`src/rtl/uart_tx_arb_if.sv`:
```
// Byte-request, UART-launch and status signals shared by uart_tx_arb and whoever drives it.
// The slave modport is the arbiter's view; the master modport is the requesters' and UART's view.
interface uart_tx_arb_if;
    logic       req0;
    logic [7:0] data0;
    logic       ack0;
    logic       req1;
    logic [7:0] data1;
    logic       ack1;
    logic       transmit;
    logic [7:0] data_tx;
    logic       busy_tx;
    logic       grant_id;
    logic       timeout;

    modport master (
        output req0, data0, req1, data1, busy_tx,
        input  ack0, ack1, transmit, data_tx, grant_id, timeout
    );

    modport slave (
        input  req0, data0, req1, data1, busy_tx,
        output ack0, ack1, transmit, data_tx, grant_id, timeout
    );
endinterface

```
`src/rtl/uart_tx_arb.sv`:
```
// Round-robin arbiter handing bytes from two requesters to one UART; transmit+ack 1 cycle after a request is seen in IDLE.
// Requests are held off while busy_tx is high; optional wait abort under macro UART_ARB_TIMEOUT_EN.
module uart_tx_arb #(
    parameter int unsigned TIMEOUT_CYCLES = 8191
) (
    input  logic          clk,
    input  logic          nRst,
    uart_tx_arb_if.slave  bus
);

    typedef enum logic [1:0] {
        IDLE       = 2'd0,
        LAUNCH     = 2'd1,
        WAIT_START = 2'd2,
        WAIT_DONE  = 2'd3
    } state_t;

    state_t     state_q, state_d;
    logic [7:0] data_tx_q, data_tx_d;
    logic       grant_id_q, grant_id_d;
    logic       last_q, last_d;
    logic       winner;
    logic       in_wait;
    logic       wait_expired;

    // On a tie the requester that was not served last takes the UART.
    assign winner  = (bus.req0 && bus.req1) ? ~last_q : bus.req1;
    assign in_wait = (state_q == WAIT_START) || (state_q == WAIT_DONE);

`ifdef UART_ARB_TIMEOUT_EN
    localparam int unsigned CNT_W = $clog2(TIMEOUT_CYCLES + 1);

    logic [CNT_W-1:0] cnt_q, cnt_d;

    assign wait_expired = in_wait && (cnt_q == CNT_W'(TIMEOUT_CYCLES));

    always_comb begin
        cnt_d = cnt_q;
        if ((state_d != state_q) && ((state_d == WAIT_START) || (state_d == WAIT_DONE))) begin
            cnt_d = '0;
        end else if (in_wait && !wait_expired) begin
            cnt_d = cnt_q + 1'b1;
        end
    end

    always_ff @(posedge clk or negedge nRst) begin
        if (!nRst) begin
            cnt_q <= '0;
        end else begin
            cnt_q <= cnt_d;
        end
    end
`else
    assign wait_expired = 1'b0;
`endif

    always_comb begin
        state_d    = state_q;
        data_tx_d  = data_tx_q;
        grant_id_d = grant_id_q;
        last_d     = last_q;
        case (state_q)
            IDLE: begin
                if ((bus.req0 || bus.req1) && !bus.busy_tx) begin
                    state_d    = LAUNCH;
                    grant_id_d = winner;
                    last_d     = winner;
                    data_tx_d  = winner ? bus.data1 : bus.data0;
                end
            end
            LAUNCH: begin
                state_d = WAIT_START;
            end
            WAIT_START: begin
                // An expired wait wins over a late busy edge; the grant pointer is kept.
                if (wait_expired) begin
                    state_d = IDLE;
                end else if (bus.busy_tx) begin
                    state_d = WAIT_DONE;
                end
            end
            WAIT_DONE: begin
                if (wait_expired || !bus.busy_tx) begin
                    state_d = IDLE;
                end
            end
            default: begin
                state_d = IDLE;
            end
        endcase
    end

    always_ff @(posedge clk or negedge nRst) begin
        if (!nRst) begin
            state_q    <= IDLE;
            data_tx_q  <= 8'h00;
            grant_id_q <= 1'b0;
            last_q     <= 1'b1;
        end else begin
            state_q    <= state_d;
            data_tx_q  <= data_tx_d;
            grant_id_q <= grant_id_d;
            last_q     <= last_d;
        end
    end

    assign bus.transmit = (state_q == LAUNCH);
    assign bus.ack0     = (state_q == LAUNCH) && !grant_id_q;
    assign bus.ack1     = (state_q == LAUNCH) &&  grant_id_q;
    assign bus.data_tx  = data_tx_q;
    assign bus.grant_id = grant_id_q;
    assign bus.timeout  = wait_expired;

endmodule

```
`src/flat_wrapper.sv`:
```
// flat-port wrapper written by rule: the top's interface ports become plain ports
module uart_tx_arb_flat 
#(
    parameter int unsigned TIMEOUT_CYCLES = 8191
)
  (clk, nRst, bus_req0, bus_data0, bus_req1, bus_data1, bus_busy_tx, bus_ack0, bus_ack1, bus_transmit, bus_data_tx, bus_grant_id, bus_timeout);
  uart_tx_arb_if bus_i ();
  input  logic clk;
  input  logic nRst;
  input wire logic [$bits(bus_i.req0)-1:0] bus_req0;
  input wire logic [$bits(bus_i.data0)-1:0] bus_data0;
  input wire logic [$bits(bus_i.req1)-1:0] bus_req1;
  input wire logic [$bits(bus_i.data1)-1:0] bus_data1;
  input wire logic [$bits(bus_i.busy_tx)-1:0] bus_busy_tx;
  output wire logic [$bits(bus_i.ack0)-1:0] bus_ack0;
  output wire logic [$bits(bus_i.ack1)-1:0] bus_ack1;
  output wire logic [$bits(bus_i.transmit)-1:0] bus_transmit;
  output wire logic [$bits(bus_i.data_tx)-1:0] bus_data_tx;
  output wire logic [$bits(bus_i.grant_id)-1:0] bus_grant_id;
  output wire logic [$bits(bus_i.timeout)-1:0] bus_timeout;
  assign bus_i.req0 = bus_req0;
  assign bus_i.data0 = bus_data0;
  assign bus_i.req1 = bus_req1;
  assign bus_i.data1 = bus_data1;
  assign bus_i.busy_tx = bus_busy_tx;
  assign bus_ack0 = bus_i.ack0;
  assign bus_ack1 = bus_i.ack1;
  assign bus_transmit = bus_i.transmit;
  assign bus_data_tx = bus_i.data_tx;
  assign bus_grant_id = bus_i.grant_id;
  assign bus_timeout = bus_i.timeout;
  uart_tx_arb #(.TIMEOUT_CYCLES(TIMEOUT_CYCLES)) u_core (.clk(clk), .nRst(nRst), .bus(bus_i));
endmodule
```
`config.mk`:
```
export PLATFORM = sky130hd
export DESIGN_NAME = uart_tx_arb_flat
export DESIGN_NICKNAME = d
export VERILOG_FILES = /design/src/rtl/uart_tx_arb_if.sv /design/src/rtl/uart_tx_arb.sv /design/src/flat_wrapper.sv
export SDC_FILE = /design/constraint.sdc
export NUM_CORES = 1
export LEC_CHECK = 0
export BUFFER_PORTS_ARGS = -buffer_cell sky130_fd_sc_hd__clkbuf_2
export CORE_MARGIN = 2
export CORE_UTILIZATION = 44
export CTS_BUF_LIST = sky130_fd_sc_hd__clkbuf_8
export CTS_CLUSTER_SIZE = 20
export DETAILED_ROUTE_END_ITERATION = 16
export PLACE_DENSITY = 0.83
export RECOVER_POWER = 25
export SETUP_SLACK_MARGIN = 0.05
export SLEW_MARGIN = 10
export SYNTH_ARGS = -nofsm -noshare
export SYNTH_HDL_FRONTEND = slang
export SYNTH_SLANG_ARGS = --single-unit
export TNS_END_PERCENT = 50
```
`constraint.sdc`:
```
create_clock -name clk -period 2.1 [get_ports clk]
set_clock_uncertainty 0.1 [all_clocks]
set_input_delay 0.525 -clock clk [delete_from_list [all_inputs] [get_ports clk]]
set_output_delay 0.525 -clock clk [all_outputs]
set_load 0.02 [all_outputs]
```
==> results of run 1 <==
-- worst paths after layout --
kind / to / slack (ns) / startpoint
setup / recovery: bus_ack0 / 0.27 / u_core.state_q[1]$_DFFE_PN0P_
hold / removal: u_core.state_q[1]$_DFFE_PN0P_ / 0.18 / nRst
setup reg to reg: u_core.state_q[1]$_DFFE_PN0P_ / 0.29 / u_core.state_q[0]$_DFFE_PN0P_
hold reg to reg: u_core.last_q$_DFFE_PN1P_ / 0.37 / u_core.last_q$_DFFE_PN1P_
max in group asynchronous: u_core.state_q[0]$_DFFE_PN0P_ / 1.31 / nRst
min in group clk: u_core.last_q$_DFFE_PN1P_ / 0.37 / u_core.last_q$_DFFE_PN1P_
-- synthesized netlist by cell type --
| cell | instances |
|---|---|
| conb_1 | 1 |
| nor3b_1 | 1 |
| nor2_1 | 4 |
| ha_1 | 4 |
| nor3_1 | 1 |
| mux2_4 | 16 |
| dfstp_2 | 1 |
| a21oi_1 | 1 |
| nor2b_1 | 1 |
| o32a_1 | 1 |
| a21bo_1 | 1 |
| dfrtp_1 | 11 |
| and2_1 | 1 |
| o32ai_1 | 1 |
| buf_6 | 1 |
| inv_1 | 4 |
| buf_4 | 1 |
| mux2i_1 | 2 |
| mux2_2 | 2 |
| buf_2 | 1 |
-- cell type report --
| type | count | area (um^2) |
|---|---|---|
| Tap cell | 16 | 20.0 |
| Clock buffer | 4 | 55.1 |
| Multi-Input combinational cell | 37 | 415 |
| Fill cell | 124 | 578 |
| Sequential cell | 12 | 302 |
| Timing Repair Buffer | 34 | 174 |
| Inverter | 4 | 15.0 |
-- stage by stage --
step / power [mW] / area, um^2
finish: 1.41 / 981
CTS: 1.43 / 982
detailed placement: 1.17 / 927
floorplan: 0.974 / 751
global placement: 1.14 / 927
global route: 1.52 / 981
-- state kept, by name, indices dropped and copies added (netlist names) --
name and cells:
u_core.bus.data_tx 8, u_core.bus.grant_id 1, u_core.last_q 1, u_core.state_q 2
-- placed cells by master, fill, tap and decap left out, drive strengths merged, types with 2 or more instances in the layout --
| cell type | n |
|---|---|
| clkbuf | 36 |
| mux2 | 18 |
| dfrtp | 11 |
| inv | 4 |
| nor2 | 4 |
| ha | 4 |
| mux2i | 2 |
| buf | 2 |
-- power groups by stage --
stage	logic [mW]	registers [mW]	clock network, mW
5_1_grt	0.798	0.456	0.261
4_1_cts	0.735	0.444	0.254
3_5_place_dp	0.727	0.443	0
2_1_floorplan	0.432	0.542	0
6_report	0.726	0.443	0.247
3_3_place_gp	0.699	0.441	0
-- worst reg2reg max path: cells and delay by family (launching register included) --
kind | cells | cell delay (ns)
buf+inv | 1 | 0.10
compound gates | 1 | 0.16
mux | 2 | 0.65
fa+ha+maj | 1 | 0.26
flops | 1 | 0.43
-- metal layers --
metal	vias to the layer above	GRT usage, %	wire, um
met5	-	0	0
met4	0	8.82	17
met3	2	5.20	65
met2	19	29.7	840
met1	252	18.6	554
li1	261	-	-
-- cells by family (layout without fill, tap and decap cells) --
group	Yosys count	after routing	share of synthesized area (%)
fa+ha+maj	4	4	6.67
flops	12	12	40.2
compound gates	4	4	4.50
mux	20	20	37.7
other cells	1	1	0.500
simple gates	8	8	5.33
buf+inv	7	42	5.17
==> results.sh, run 1 <==
export IMPL_p_leak_nw=0.533
export IMPL_boundaryPins=34
export IMPL_die_h_um=45.3
export IMPL_drive_gt1_share_pct=62.6
export IMPL_startpoint_type="flop"
export IMPL_worst_hold_path_type="in2async"
export IMPL_cp_cell_sequence="inv_1 > ha_1 > nor2b_1 > clkbuf_2"
export IMPL_ys_seq_area_share_pct=40.2
export IMPL_ys_warnings_count=0
export IMPL_worst_slew_pin_slew_ns=0.639
export IMPL_drt_wirelength_per_cell_um=13.8
export IMPL_yosysUniqueCellTypes=20
export IMPL_ctsHoldBuffers=0
export IMPL_grt_pass1_vias=532
export IMPL_syn_area_um2=751
export IMPL_hold_violations=0
export IMPL_dp_hpwl_um=1110
export IMPL_dpl_worst_slack_ns=0.310
export IMPL_utilization_pct=62.9
export IMPL_start_util_pct=48.2
export IMPL_final_min_clock_period_ns=1.83
export IMPL_drt_initial_drc_count=2
export IMPL_yosys_top_cells_area="dfrtp_1 (37%), mux2_4 (32%), ha_1 (6.7%)"
export IMPL_cp_max_fo=4
export IMPL_syn_area_per_cell_um2=13.4
export IMPL_setup_ws_ns=0.269
export IMPL_die_area_um2=2050
export IMPL_syn_num_nets=81
export IMPL_cp_end_kind="output pin"
export IMPL_coreArea_um2=1560
export IMPL_grt_usage_pct=17.1
export IMPL_worstPathRequired_ns=1.47
export IMPL_dieWidth_um=45.3
export IMPL_maxCapViolCount=0
export IMPL_dr_pass1_iters=4
export IMPL_vias=534
export IMPL_wl_um=1480
export IMPL_timing_final_crit_share_pct=87.2
export IMPL_p_comb_share_pct=51.3
export IMPL_intPower_uw=892
export IMPL_p_switching_uw=522
export IMPL_peakVddDrop_uv=603
export IMPL_antenna_found_initial=0
export IMPL_arrival_ns=1.21
export IMPL_cts_setup_buffers=0
export IMPL_via_per_inst=4.99
export IMPL_path_buf_inv=2
export IMPL_max_stage_delay_ns=0.40
export IMPL_dpl_cell_count=103
export IMPL_relSlewSlack_pct=57.4
export IMPL_nets=117
export IMPL_cts_tree="yes"
export IMPL_ctsResizeCount=0
export IMPL_grt_max_degree=13
export IMPL_path_clk_slew_ns=0.05
export IMPL_drt_antenna_violating_nets=0
export IMPL_drv_slew=0
export IMPL_tns_ns=0
export IMPL_instances_no_fill=107
export IMPL_ctsHtreeMaxLevel=1
export IMPL_reg2reg_depth=5
export IMPL_hold_worst_slack_ns=0.184
export IMPL_rsz0062_at_grt="false"
export IMPL_clock_sinks=12
export IMPL_syn2layout_area_growth_pct=30.7
export IMPL_crit_slowest_cell="dfrtp_1"
export IMPL_grt_pass1_wl_um=2370
export IMPL_setup_violations=0
export IMPL_status="completed"
export IMPL_cts_root_buf="clkbuf_8"
export IMPL_cp_num_cells=4
export IMPL_numCtsBuffers=3
export IMPL_p_per_area_nw_per_um2=1440
export IMPL_critical_path_class="reg2out"
export IMPL_portBuffers=32
export IMPL_clk_latency_ns=0.23
export IMPL_row_count=14
export IMPL_yosysTopAreaCell="dfrtp_1"
export IMPL_drc=0
export IMPL_cts_path_max_buffers=2
export IMPL_clkPwrFrac_pct=17.4
export IMPL_p_seq_share_pct=31.3
export IMPL_switching_share_pct=36.9
export IMPL_ys_ff_latch=12
export IMPL_synth_top_area_share_pct=36.7
export IMPL_gp_congestion=0.717
export IMPL_synthCells=56
export IMPL_crit_family="flip-flops"
export IMPL_max_freq_mhz=546
export IMPL_diodes=0
export IMPL_grt_overflow=0
Note: power is estimated with default switching activity, not from simulation.
==> run 2: changes to the inputs <==
CORE_UTILIZATION = 43   (was 44)
PLACE_DENSITY = 0.84   (was 0.83)
clock period = 1.6 ns   (was 2.1 ns; I/O delays follow)
==> run 2 against run 1 <==
Effect of this change: largest power group unchanged; wire length rose by 6.8%; worst hold slack improved by 0.21 ns; core utilization rose by 8.6 points; first-iteration DRC count did not move; global-route usage fell by 1.0 points; die area rose by 2.1%; highest routed layer is now met3; the flow now finishes with violations (negative setup slack); non-clock buffer count rose by 14; register-to-register slack got worse by 0.36 ns; flip-flop and latch count did not move.
==> results.sh, run 2 (synthesis gave the netlist of run 1 again) <==
export IMPL_p_total_mw=2.31
export IMPL_rsz0062_at_grt="true"
export IMPL_drt_initial_drc_count=2
export IMPL_instances_no_fill=122
export IMPL_gp_congestion=0.642
export IMPL_dp_hpwl_um=1230
export IMPL_syn2layout_area_growth_pct=61.0
export IMPL_max_freq_mhz=596
export IMPL_diodes=0
export IMPL_utilization_pct=71.6
export IMPL_reg2reg_depth=5
export IMPL_grt_pass1_wl_um=2380
export IMPL_dieWidth_um=45.8
export IMPL_setup_violations=11
export IMPL_timing_final_crit_share_pct=105
export IMPL_die_area_um2=2100
export IMPL_cp_endpoint="bus_ack1"
export IMPL_worst_hold_path_type="reg2reg"
export IMPL_boundaryPins=34
export IMPL_vias=597
export IMPL_reg2reg_slack_ns=-0.07
export IMPL_critical_path_class="reg2out"
export IMPL_cp_end_kind="output pin"
export IMPL_path_clk_slew_ns=0.05
export IMPL_status="complete, but fails checks"
export IMPL_drt_wirelength_per_cell_um=12.9
export IMPL_cts_root_buf="clkbuf_8"
export IMPL_crit_slowest_cell="dfrtp_1"
export IMPL_grt_overflow=0
export IMPL_p_leak_nw=0.626
export IMPL_p_per_area_nw_per_um2=1910
export IMPL_drc=0
export IMPL_grt_max_degree=13
export IMPL_numCtsBuffers=3
export IMPL_hold_violations=0
export IMPL_startpoint_type="flop"
export IMPL_drt_antenna_violating_nets=0
export IMPL_grt_pass1_vias=593
export IMPL_nets=131
export IMPL_drive_gt1_share_pct=75.2
export IMPL_worstPathRequired_ns=1.10
export IMPL_start_util_pct=44.4
export IMPL_antenna_found_initial=0
export IMPL_peakVddDrop_uv=951
export IMPL_r2r_end="u_core.state_q[1]$_DFFE_PN0P_"
export IMPL_final_cell_mix="clkbuf_2 (28), mux2_4 (18), buf_4 (12)"
export IMPL_cp_max_fo=3
export IMPL_tns_ns=-0.491
export IMPL_setup_ws_ns=-0.0778
export IMPL_die_h_um=45.8
export IMPL_arrival_ns=1.18
export IMPL_grt_usage_pct=16.1
export IMPL_maxCapViolCount=0
export IMPL_max_stage_delay_ns=0.37
export IMPL_final_common_cell="clkbuf_2"
export IMPL_final_min_clock_period_ns=1.68
export IMPL_dpl_cell_count=113
export IMPL_cts_path_max_buffers=2
export IMPL_r2r_start="u_core.state_q[1]$_DFFE_PN0P_"
export IMPL_relSlewSlack_pct=57.6
export IMPL_dr_pass1_iters=2
export IMPL_coreArea_um2=1690
export IMPL_cp_cell_sequence="inv_2 > buf_6 > ha_4 > and2_4 > buf_8"
export IMPL_ctsHtreeMaxLevel=1
export IMPL_violations="negative setup slack"
export IMPL_drv_slew=0
export IMPL_via_per_inst=4.89
export IMPL_clk_latency_ns=0.24
export IMPL_critPathLaunch="u_core.state_q[1]$_DFFE_PN0P_"
export IMPL_wl_um=1580
export IMPL_min_from="u_core.last_q$_DFFE_PN1P_"
export IMPL_cts_tree="yes"
export IMPL_portBuffers=32
export IMPL_row_count=15
export IMPL_largest_reg_flops=8
export IMPL_clock_sinks=12
export IMPL_worst_slew_pin_slew_ns=0.636
export IMPL_fillers=117
-- run 2: cell count changes in the layout (fill, tap and decap cells not counted), sizes merged --
cell         change
buf             +15
clkbuf           -2
dlygate4sd3      +1
-- run 2: metal layers --
| metal | global-route usage [%] | vias to the layer above | share of wire (%) |
|---|---|---|---|
| li1 | - | 289 | - |
| met1 | 16.5 | 292 | 38 |
| met2 | 30.7 | 16 | 59 |
| met3 | 2.38 | 0 | 2.9 |
| met4 | 8.57 | 0 | 0 |
| met5 | 0 | - | 0 |
-- run 2: power breakdown --
part | switching, mW | internal [mW] | total, mW
clock network | 0.109 | 0.217 | 0.326
registers | 0.113 | 0.472 | 0.586
logic | 0.601 | 0.798 | 1.40
-- run 2: critical path, delay by kind of cell (launching register included) --
family                   cells  cell delay (ns)
buffers and inverters        3             0.28
flip-flops                   1             0.37
AND/OR/NAND/NOR              1             0.13
adder cells (fa/ha/maj)      1             0.15
-- run 2: cell type report --
type | count | area (um^2) | area share (%)
Clock buffer | 4 | 55.1 | 4.55
Multi-Input combinational cell | 37 | 492 | 40.7
Tap cell | 17 | 21.3 | 1.76
Inverter | 4 | 15.0 | 1.24
Sequential cell | 12 | 302 | 24.9
Timing Repair Buffer | 48 | 324 | 26.8
-- run 2: how the worst min path moves through the flow --
stage | slack (ns) | end | cells past startpoint
floorplan | 0.004 | u_core.bus.data_tx[0]$_DFFE_PN0P_ | 0
global placement | 0.19 | u_core.bus.data_tx[6]$_DFFE_PN0P_ | 1
detailed placement | 0.20 | u_core.bus.grant_id$_DFFE_PN0P_ | 1
CTS | 0.40 | u_core.last_q$_DFFE_PN1P_ | 2
global route | 0.41 | u_core.last_q$_DFFE_PN1P_ | 2
finish | 0.39 | u_core.last_q$_DFFE_PN1P_ | 2
-- run 2: timing repair --
item                                    4_1_cts  5_1_grt
setup buffers                                 2        2
resized for setup                            18        6
hold buffers                                  1        0
gates cloned                                  0        0
hold endpoints to repair                     11        0
pin swaps                                     1        0
endpoints found under the setup margin       14       14
-- run 2: per-stage QoR --
step	hold slack [ns]	cell area (um^2)	setup WS [ns]
floorplan	0.00441	758	0.000991
global placement	0.188	1000	-0.353
finish	0.391	1210	-0.0778
CTS	0.397	1170	-0.0987
global route	0.412	1210	-0.127
detailed placement	0.199	1000	-0.435
